--- src/rtl/adder_rr_arbiter.sv ---
// Round-robin arbiter sharing one WIDTH-bit adder among N_REQ requesters.
// The winner's sum and carry are registered with its index; op_count tracks accepts.
module adder_rr_arbiter #(
  parameter int N_REQ = 4,
  parameter int WIDTH = 8,
  parameter int IDW   = 2
) (
  input  logic                   clk,
  input  logic                   reset,
  input  logic [N_REQ-1:0]       req_valid,
  input  logic [N_REQ*WIDTH-1:0] req_a,
  input  logic [N_REQ*WIDTH-1:0] req_b,
  output logic [N_REQ-1:0]       req_ready,
  output logic                   rsp_valid,
  output logic [WIDTH-1:0]       rsp_sum,
  output logic                   rsp_carry,
  output logic [IDW-1:0]         rsp_id,
  input  logic                   rsp_ready,
  output logic [7:0]             op_count
);

  typedef enum logic [0:0] {
    IDLE = 1'b0,
    FULL = 1'b1
  } state_t;

  state_t            state_r;
  state_t            state_next_s;
  logic [IDW-1:0]    ptr_r;
  logic              rsp_valid_r;
  logic [WIDTH-1:0]  sum_r;
  logic              carry_r;
  logic [IDW-1:0]    id_r;
  logic [7:0]        op_count_r;

  logic              can_accept_s;
  logic              found_s;
  logic [IDW-1:0]    win_s;
  logic [IDW:0]      idx_s;
  logic [N_REQ-1:0]  grant_s;
  logic              accept_s;
  logic [WIDTH-1:0]  a_s;
  logic [WIDTH-1:0]  b_s;
  logic [WIDTH:0]    sum_s;
  logic [IDW-1:0]    ptr_next_s;

  assign can_accept_s = (state_r == IDLE) | (rsp_valid_r & rsp_ready);
  assign accept_s     = can_accept_s & found_s;

  // Winner search: first valid requester at or after the pointer, wrapping at N_REQ.
  always_comb begin
    found_s = 1'b0;
    win_s   = '0;
    idx_s   = '0;
    for (int k = 0; k < N_REQ; k++) begin
      idx_s = {1'b0, ptr_r} + (IDW+1)'(k);
      if (idx_s >= (IDW+1)'(N_REQ)) begin
        idx_s = idx_s - (IDW+1)'(N_REQ);
      end else begin
        idx_s = idx_s;
      end
      if (!found_s && req_valid[idx_s[IDW-1:0]]) begin
        found_s = 1'b1;
        win_s   = idx_s[IDW-1:0];
      end else begin
        found_s = found_s;
      end
    end
  end

  // One-hot grant, only while the output stage can take a result.
  always_comb begin
    grant_s = '0;
    if (accept_s) begin
      grant_s[win_s] = 1'b1;
    end else begin
      grant_s = '0;
    end
  end

  assign a_s        = req_a[win_s*WIDTH +: WIDTH];
  assign b_s        = req_b[win_s*WIDTH +: WIDTH];
  assign sum_s      = {1'b0, a_s} + {1'b0, b_s};
  assign ptr_next_s = (win_s == IDW'(N_REQ-1)) ? '0 : win_s + IDW'(1);

  // Next-state logic for the single-entry result holder.
  always_comb begin
    state_next_s = state_r;
    case (state_r)
      IDLE: begin
        if (accept_s) state_next_s = FULL;
        else          state_next_s = IDLE;
      end
      FULL: begin
        if (accept_s)       state_next_s = FULL;
        else if (rsp_ready) state_next_s = IDLE;
        else                state_next_s = FULL;
      end
      default: state_next_s = IDLE;
    endcase
  end

  // State, valid flag and pointer/counter registers.
  always_ff @(posedge clk or posedge reset) begin
    if (reset) begin
      state_r     <= IDLE;
      rsp_valid_r <= 1'b0;
      ptr_r       <= '0;
      op_count_r  <= 8'd0;
    end else begin
      state_r     <= state_next_s;
      rsp_valid_r <= (state_next_s == FULL);
      if (accept_s) begin
        ptr_r      <= ptr_next_s;
        op_count_r <= op_count_r + 8'd1;
      end
    end
  end

  // Result data registers; they keep their last value after a drain.
  always_ff @(posedge clk or posedge reset) begin
    if (reset) begin
      sum_r   <= '0;
      carry_r <= 1'b0;
      id_r    <= '0;
    end else if (accept_s) begin
      sum_r   <= sum_s[WIDTH-1:0];
      carry_r <= sum_s[WIDTH];
      id_r    <= win_s;
    end
  end

  assign req_ready = grant_s;
  assign rsp_valid = rsp_valid_r;
  assign rsp_sum   = sum_r;
  assign rsp_carry = carry_r;
  assign rsp_id    = id_r;
  assign op_count  = op_count_r;

endmodule

--- config.mk ---
export PLATFORM = sky130hd
export DESIGN_NAME = adder_rr_arbiter
export DESIGN_NICKNAME = d
export VERILOG_FILES = /design/src/rtl/adder_rr_arbiter.sv
export SDC_FILE = /design/constraint.sdc
export NUM_CORES = 1
export LEC_CHECK = 0
export CAP_MARGIN = 30
export CORE_ASPECT_RATIO = 0.6
export CORE_MARGIN = 2
export CORE_UTILIZATION = 41
export DETAILED_ROUTE_END_ITERATION = 12
export HOLD_SLACK_MARGIN = 0.15
export PLACE_DENSITY_LB_ADDON = 0.25
export REMOVE_ABC_BUFFERS = 1
export SLEW_MARGIN = 20
export SYNTH_ARGS = -nofsm -noshare
export SYNTH_HDL_FRONTEND = slang
export SYNTH_SLANG_ARGS = --single-unit
--- constraint.sdc ---
create_clock -name clk -period 4.02 [get_ports clk]
set_clock_uncertainty 0.2 [all_clocks]
set_input_delay 0.804 -clock clk [delete_from_list [all_inputs] [get_ports clk]]
set_output_delay 0.804 -clock clk [all_outputs]
set_load 0.01 [all_outputs]
# Word level (Yosys, flattened, before mapping)
# Index checks and enable logic that the tools add are counted.
# classes
n_shift,2
reduce_logical,7
bitwise,4
mul,0
n_eq_ne,1
div,0
add_sub_neg,10
n_lt_le_gt_ge,10
muxes,28
# ops
operator,n
indexed part select 32 x 6 -> 8 bit,2
two-way mux 2 bit,9
"less-than comparator 2 x 3 -> 1 bit, second input constant",5
two-way mux 1 bit,12
adder 8 x 8 -> 9 bit,1
">= comparator 3 bit, second input constant",3
"adder 8 x 1 -> 8 bit, second input constant",1
binary-select mux 1 bit (select 2 bit),4
"subtractor 2 x 1 -> 2 bit, second input constant",4
"adder 2 x 2 -> 3 bit, second input constant",2
logical AND 1 bit,4
two-way mux 4 bit,1
"adder 2 x 1 -> 3 bit, second input constant",1
">= comparator 2 x 3 -> 1 bit, second input constant",1
zero test 1 bit,3
"adder 2 x 1 -> 2 bit, second input constant",1
bitwise AND 1 bit,2
demux 1 bit (select 2 bit),1
"equality test 2 bit, second input constant",1
">= comparator 2 x 1 -> 1 bit, second input constant",1
one-hot mux 1 bit (2 select lines),1
NOT 1 bit,1
OR 1 bit,1
# totals
in_bits,71
word_cells,68
ff_bits,22
romBits,0
out_inout_bits,24
mem_count,0
mem_bits_rw,0
latch_bits,0

# Depth between registers and ports, before layout
# logic_depth
word_depth,19
mapped_depth,14
depth_no_buf,12

# Worst setup path after synthesis
# Ideal clock, no wire load.
# synth_path
path_kind,input port to flip-flop
from,in req_valid[0]
to,reg sum_r[6] (netlist: rsp_sum[6])
n_path_buf,2
arrival_time_ns,3.216
t_required_ns,3.693
setup_ns,0.127
stages,14
setup_slack_ns,0.477
path_cell_list,nor4_4 -> nor2_1 -> o211ai_2 -> buf_6 -> buf_8 -> mux2i_1 -> mux2i_1 -> ha_1 -> fa_1 -> a211oi_1 -> o21bai_1 -> a21oi_1 -> xor2_1 -> o21ai_0
# synth_between
elab_chain_cells,14
elab_cells_between_ends,26
cone_classes,add/sub: 1; shift: 2; mux: 16; bitwise: 1; reduce/logical: 6
# synth_lines
item,line_no,rtl
"start, declared",10,"input logic [N_REQ-1:0] req_valid,"
binary-select mux 1 bit (select 2 bit),62,if (!found_s && req_valid[idx_s[IDW-1:0]]) begin
two-way mux 1 bit (implied by the code),62,
two-way mux 1 bit,62,
zero test 1 bit,62,
logical AND 1 bit,62,
two-way mux 1 bit,62,
zero test 1 bit,62,
logical AND 1 bit,62,
two-way mux 1 bit,62,
zero test 1 bit,62,
logical AND 1 bit,62,
two-way mux 2 bit,62,
"indexed part select 32 x 6 -> 8 bit, on equally long branches","81, 82",
adder 8 x 8 -> 9 bit,83,"assign sum_s = {1'b0, a_s} + {1'b0, b_s};"
"end signal, assigned",127,sum_r <= sum_s[WIDTH-1:0];
"end, declared",31,logic [WIDTH-1:0] sum_r;
# Parallel ways exist; a longest one is shown, timed or not. The select of a mux whose other input is x is not followed.
# A chain may end at the register's enable or synchronous reset.

# Final worst setup path
# layout_path
from,in req_valid[2]
to,out req_ready[1]
# layout_between
elab_chain_cells,17
elab_cells_between_ends,29
cone_classes,order compare: 2; mux: 19; bitwise: 1; reduce/logical: 7
# layout_lines
item,line_no,rtl
binary-select mux 1 bit (select 2 bit),62,
two-way mux 1 bit (implied by the code),62,
two-way mux 1 bit,62,
zero test 1 bit,62,
logical AND 1 bit,62,
two-way mux 1 bit,62,
zero test 1 bit,62,
logical AND 1 bit,62,
two-way mux 1 bit,62,
zero test 1 bit,62,
logical AND 1 bit,62,
two-way mux 2 bit,62,
less-than comparator 2 x 3 -> 1 bit (implied by the code) / >= comparator 2 x 1 -> 1 bit (equally long branches),75,grant_s[win_s] = 1'b1;
logical AND 1 bit (implied by the code),75,
two-way mux 1 bit (implied by the code),75,
demux 1 bit (select 2 bit),75,
two-way mux 4 bit (*),74,if (accept_s) begin
"end, declared",13,"output logic [N_REQ-1:0] req_ready,"
# Every way passes the cells marked *; elsewhere a longest branch is shown, timed or not. The select of a mux whose other input is x is not followed.

==> results.rst <==
.. list-table::
   :header-rows: 1

   * - Metric
     - Value
   * - Clock Tree Root
     - sky130_fd_sc_hd__clkbuf_8
   * - Drt first pass iters
     - 6
   * - Remaining antenna violation count after routing
     - 0
   * - Area fraction of the dominant cell type after synthesis
     - 28.6%
   * - FF/Latch Area
     - 551 µm²
   * - CP Launch Type
     - input pin
   * - Vias after detailed routing
     - 1752
   * - Via/cell ratio
     - 4.79
   * - Depth of the worst register-to-register path
     - 13
   * - Number of antenna violations at the first check in global routing
     - 0
   * - Post-synthesis share of cell area spent on full adders, half adders and majority gates
     - 9.47%
   * - Cell with the most instances after synthesis
     - sky130_fd_sc_hd__mux2i_1
   * - Max-cap violation count
     - 0
   * - Cell types with the highest counts after synthesis
     - sky130_fd_sc_hd__mux2i_1, sky130_fd_sc_hd__nand2_1, sky130_fd_sc_hd__dfrtp_1
   * - Area of the multi-input gates
     - 1280 µm²
   * - Largest family of logic cells by synthesized area
     - multiplexers
   * - Number of buffers added by the clock tree synthesis step
     - 3
   * - Start-to-end type of the worst setup path
     - in2out
   * - Result of the run
     - finished, final reports clean
   * - Top fanout value on the critical path
     - 9
   * - Filler cell count in the final layout
     - 368
   * - Die Width
     - 92.5 µm
   * - Core Box Area
     - 4540 µm²
   * - Worst endpoint data arrival time
     - 2.94 ns
   * - Synthesized-area fraction occupied by ao, oa, aoi and oai cells
     - 9.80%
   * - Global placer's final weighted congestion
     - 0.866
   * - Hold worst-path end
     - op_count[7]
   * - Synth async-reset ratio
     - 100%
   * - Peak supply drop
     - 0.317 mV
   * - Post-synth cell types
     - 36
   * - Synthesis Warnings
     - 0
   * - Fraction of layout instances using a drive strength above 1
     - 9.24%
   * - CP required
     - 3.02 ns
   * - Ant diodes
     - 0
   * - Final worst setup slack
     - 0.0803 ns
   * - Top cell type by total area after synthesis
     - sky130_fd_sc_hd__dfrtp_1
   * - Multiplexer share of the synthesized area
     - 24.9%
   * - Count of pins over their slew limit
     - 0
   * - RSZ-0062 raised after global routing
     - no
   * - Synthesized flop and latch total
     - 22
   * - Final routed wirelength across all metal layers
     - 4.63 mm
   * - Synth-to-layout area growth
     - 58.9%
   * - Cells after synthesis
     - 199
   * - Worst reg2reg path endpoint
     - rsp_sum[6]
   * - Final core utilization
     - 67.5%
   * - Detailed Route Iter0 Violations
     - 51
   * - Clock Latency Late Sink
     - 0.26 ns
   * - Reg-to-reg critical path startpoint
     - ptr_r[0]
   * - Final critical path time including I/O delays and setup
     - 3.94 ns
   * - Fraction of synthesized cell area in xor and xnor cells
     - 5.45%
   * - Placement row count
     - 19
   * - Count of input and output buffers
     - 94
   * - TritonCTS clock tree
     - yes
   * - Hold violation count in the final report
     - 0
   * - Count of pins on the block boundary
     - 95
   * - Basic-gate share of the synthesized area counting and, or, nand and nor cells
     - 14.8%
   * - Global-route wire length before repair
     - 7.60 mm
   * - Netlist area before placement
     - 1930 µm²
   * - Minimum setup slack after placement
     - -0.194 ns
   * - Leakage power figure
     - 0.00142 µW
   * - Global-route usage over all layers
     - 18.0%
   * - Worst-path clk slew
     - 0.07 ns
   * - Setup violation total in the final timing report
     - 0
   * - Maximum clock rate
     - 254 MHz
   * - Number of instances on the worst hold path
     - 1
   * - DP Wirelength
     - 3.71 mm
   * - Die area
     - 5290 µm²
   * - Prevailing post-synth register cell
     - sky130_fd_sc_hd__dfrtp_1
   * - Gr ovfl total
     - 0
   * - Largest buffer count on any clock path
     - 2
   * - Height of the die
     - 57.1 µm
   * - Vias in the first global route
     - 1618
   * - Reg2reg setup slack
     - 0.83 ns
   * - Slew at the pin closest to its max-slew limit
     - 0.778 ns
   * - CTS Sinks
     - 22
   * - H-tree depth reported by CTS
     - 1
   * - Critical path capture point type
     - output pin
   * - Number of flops mapped to enable cells by yosys
     - 0
   * - Synth area leaders
     - sky130_fd_sc_hd__dfrtp_1, sky130_fd_sc_hd__mux2i_1, sky130_fd_sc_hd__ha_1
   * - Register area share after synthesis
     - 28.6%
   * - Syn avg cell area
     - 9.69 µm²
   * - Average wire per cell in the routed design
     - 12.6 µm
   * - Source of the worst hold timing path
     - op_count[7]
   * - DRC viols
     - 0
   * - Power Density
     - 652 nW/µm²
   * - Largest net degree at the start of global routing
     - 27
   * - Initial standard-cell utilization of the core
     - 42.5%
   * - Portion of the clock cycle consumed by the worst path in the final layout
     - 98.0%
   * - Max-Slew Margin vs Limit
     - 48.1%
   * - Hold/Removal Path Class
     - reg2reg
   * - Number of nets at the end of the flow
     - 390
per-stage QoR:
step	total power (µW)	TNS [ns]	instance area [µm²]	hold slack (ns)	std cells
CTS	2000	0	3030	0.283	365
floorplan	1280	-1.28	1810	0.286	189
finish	2000	0	3060	0.285	366
global route	2190	0	3060	0.307	366
detailed placement	1850	-0.701	2970	0.272	362
global placement	1820	-0.373	2970	0.259	362
registers in the layout, summed over array words and instances, names as in the netlist:
| name | flops |
|---|---|
| rsp_valid | 1 |
| op_count | 8 |
| rsp_id | 2 |
| ptr_r | 2 |
| rsp_sum | 8 |
| rsp_carry | 1 |
report_power, final:
group / leakage [µW] / internal, µW / switching, µW / total, µW
Sequential: 0.000269 / 319 / 88.3 / 408
Clock: 0.0000216 / 66.8 / 67.2 / 134
Combinational: 0.00113 / 794 / 662 / 1460
Total: 0.00142 / 1180 / 818 / 2000
timing repair:
item	in CTS	in global routing
pin swaps	0	1
hold buffers	0	0
setup endpoints to repair	4	7
resized for setup	2	7
buffers inserted	0	0
cell type report:
type / instances / area share, %
well taps: 63 / 2.57
repair buffers: 111 / 35.8
inverters: 5 / 0.612
multi-input cells: 162 / 41.7
flip-flops and latches: 22 / 18.0
clock buffers: 3 / 1.35
cell usage in the layout, fill, tap and decap left out, drive strengths merged, types with 3 or more instances in the layout:
| cell | instances |
|---|---|
| buf | 17 |
| nor2b | 5 |
| clkdlybuf4s50 | 92 |
| nand4 | 3 |
| nand2 | 28 |
| o21ai | 12 |
| inv | 5 |
| xnor2 | 6 |
| clkbuf | 3 |
| dfrtp | 22 |
| xor2 | 6 |
| ha | 13 |
| mux2i | 48 |
| a21oi | 5 |
| and2 | 4 |
| nor2 | 8 |
| nand3 | 4 |
worst max-delay path, cell delays in order:
cell                              delay, ns
sky130_fd_sc_hd__clkdlybuf4s50_1       0.47
sky130_fd_sc_hd__nor2b_2               0.19
sky130_fd_sc_hd__a21boi_1              0.14
sky130_fd_sc_hd__o32a_4                0.40
sky130_fd_sc_hd__inv_1                 0.12
sky130_fd_sc_hd__ha_1                  0.14
sky130_fd_sc_hd__and2_1                0.12
sky130_fd_sc_hd__clkdlybuf4s50_1       0.55
logic make-up (layout without fill, tap and decap cells):
kind of cell | count (synthesis) | in the layout
simple gates | 58 | 58
mux | 48 | 48
compound gates | 30 | 30
flops | 22 | 22
buf+inv | 15 | 119
fa+ha+maj | 14 | 14
xor+xnor | 12 | 12
per-layer routing:
| layer | track usage [%] | routed length, µm | share of wire (%) |
|---|---|---|---|
| met4 | 4.48 | 27 | 0.58 |
| met1 | 27.2 | 2390 | 52 |
| met2 | 26.1 | 1870 | 40 |
| met5 | 0 | 0 | 0 |
| met3 | 3.96 | 338 | 7.3 |
worst max-delay path by stage:
stage                       from      endpoint  slack [ns]  cells past startpoint
finish              req_valid[2]  req_ready[1]        0.08                      8
global route        req_valid[3]    rsp_sum[6]       0.002                     14
CTS                 req_valid[2]  req_ready[1]        0.03                      8
detailed placement  req_valid[0]    rsp_sum[6]       -0.19                     14
global placement    req_valid[1]    rsp_sum[6]       -0.12                     14
floorplan           req_valid[0]    rsp_sum[6]       -0.47                     12
Note: power is estimated with default switching activity, not from simulation.
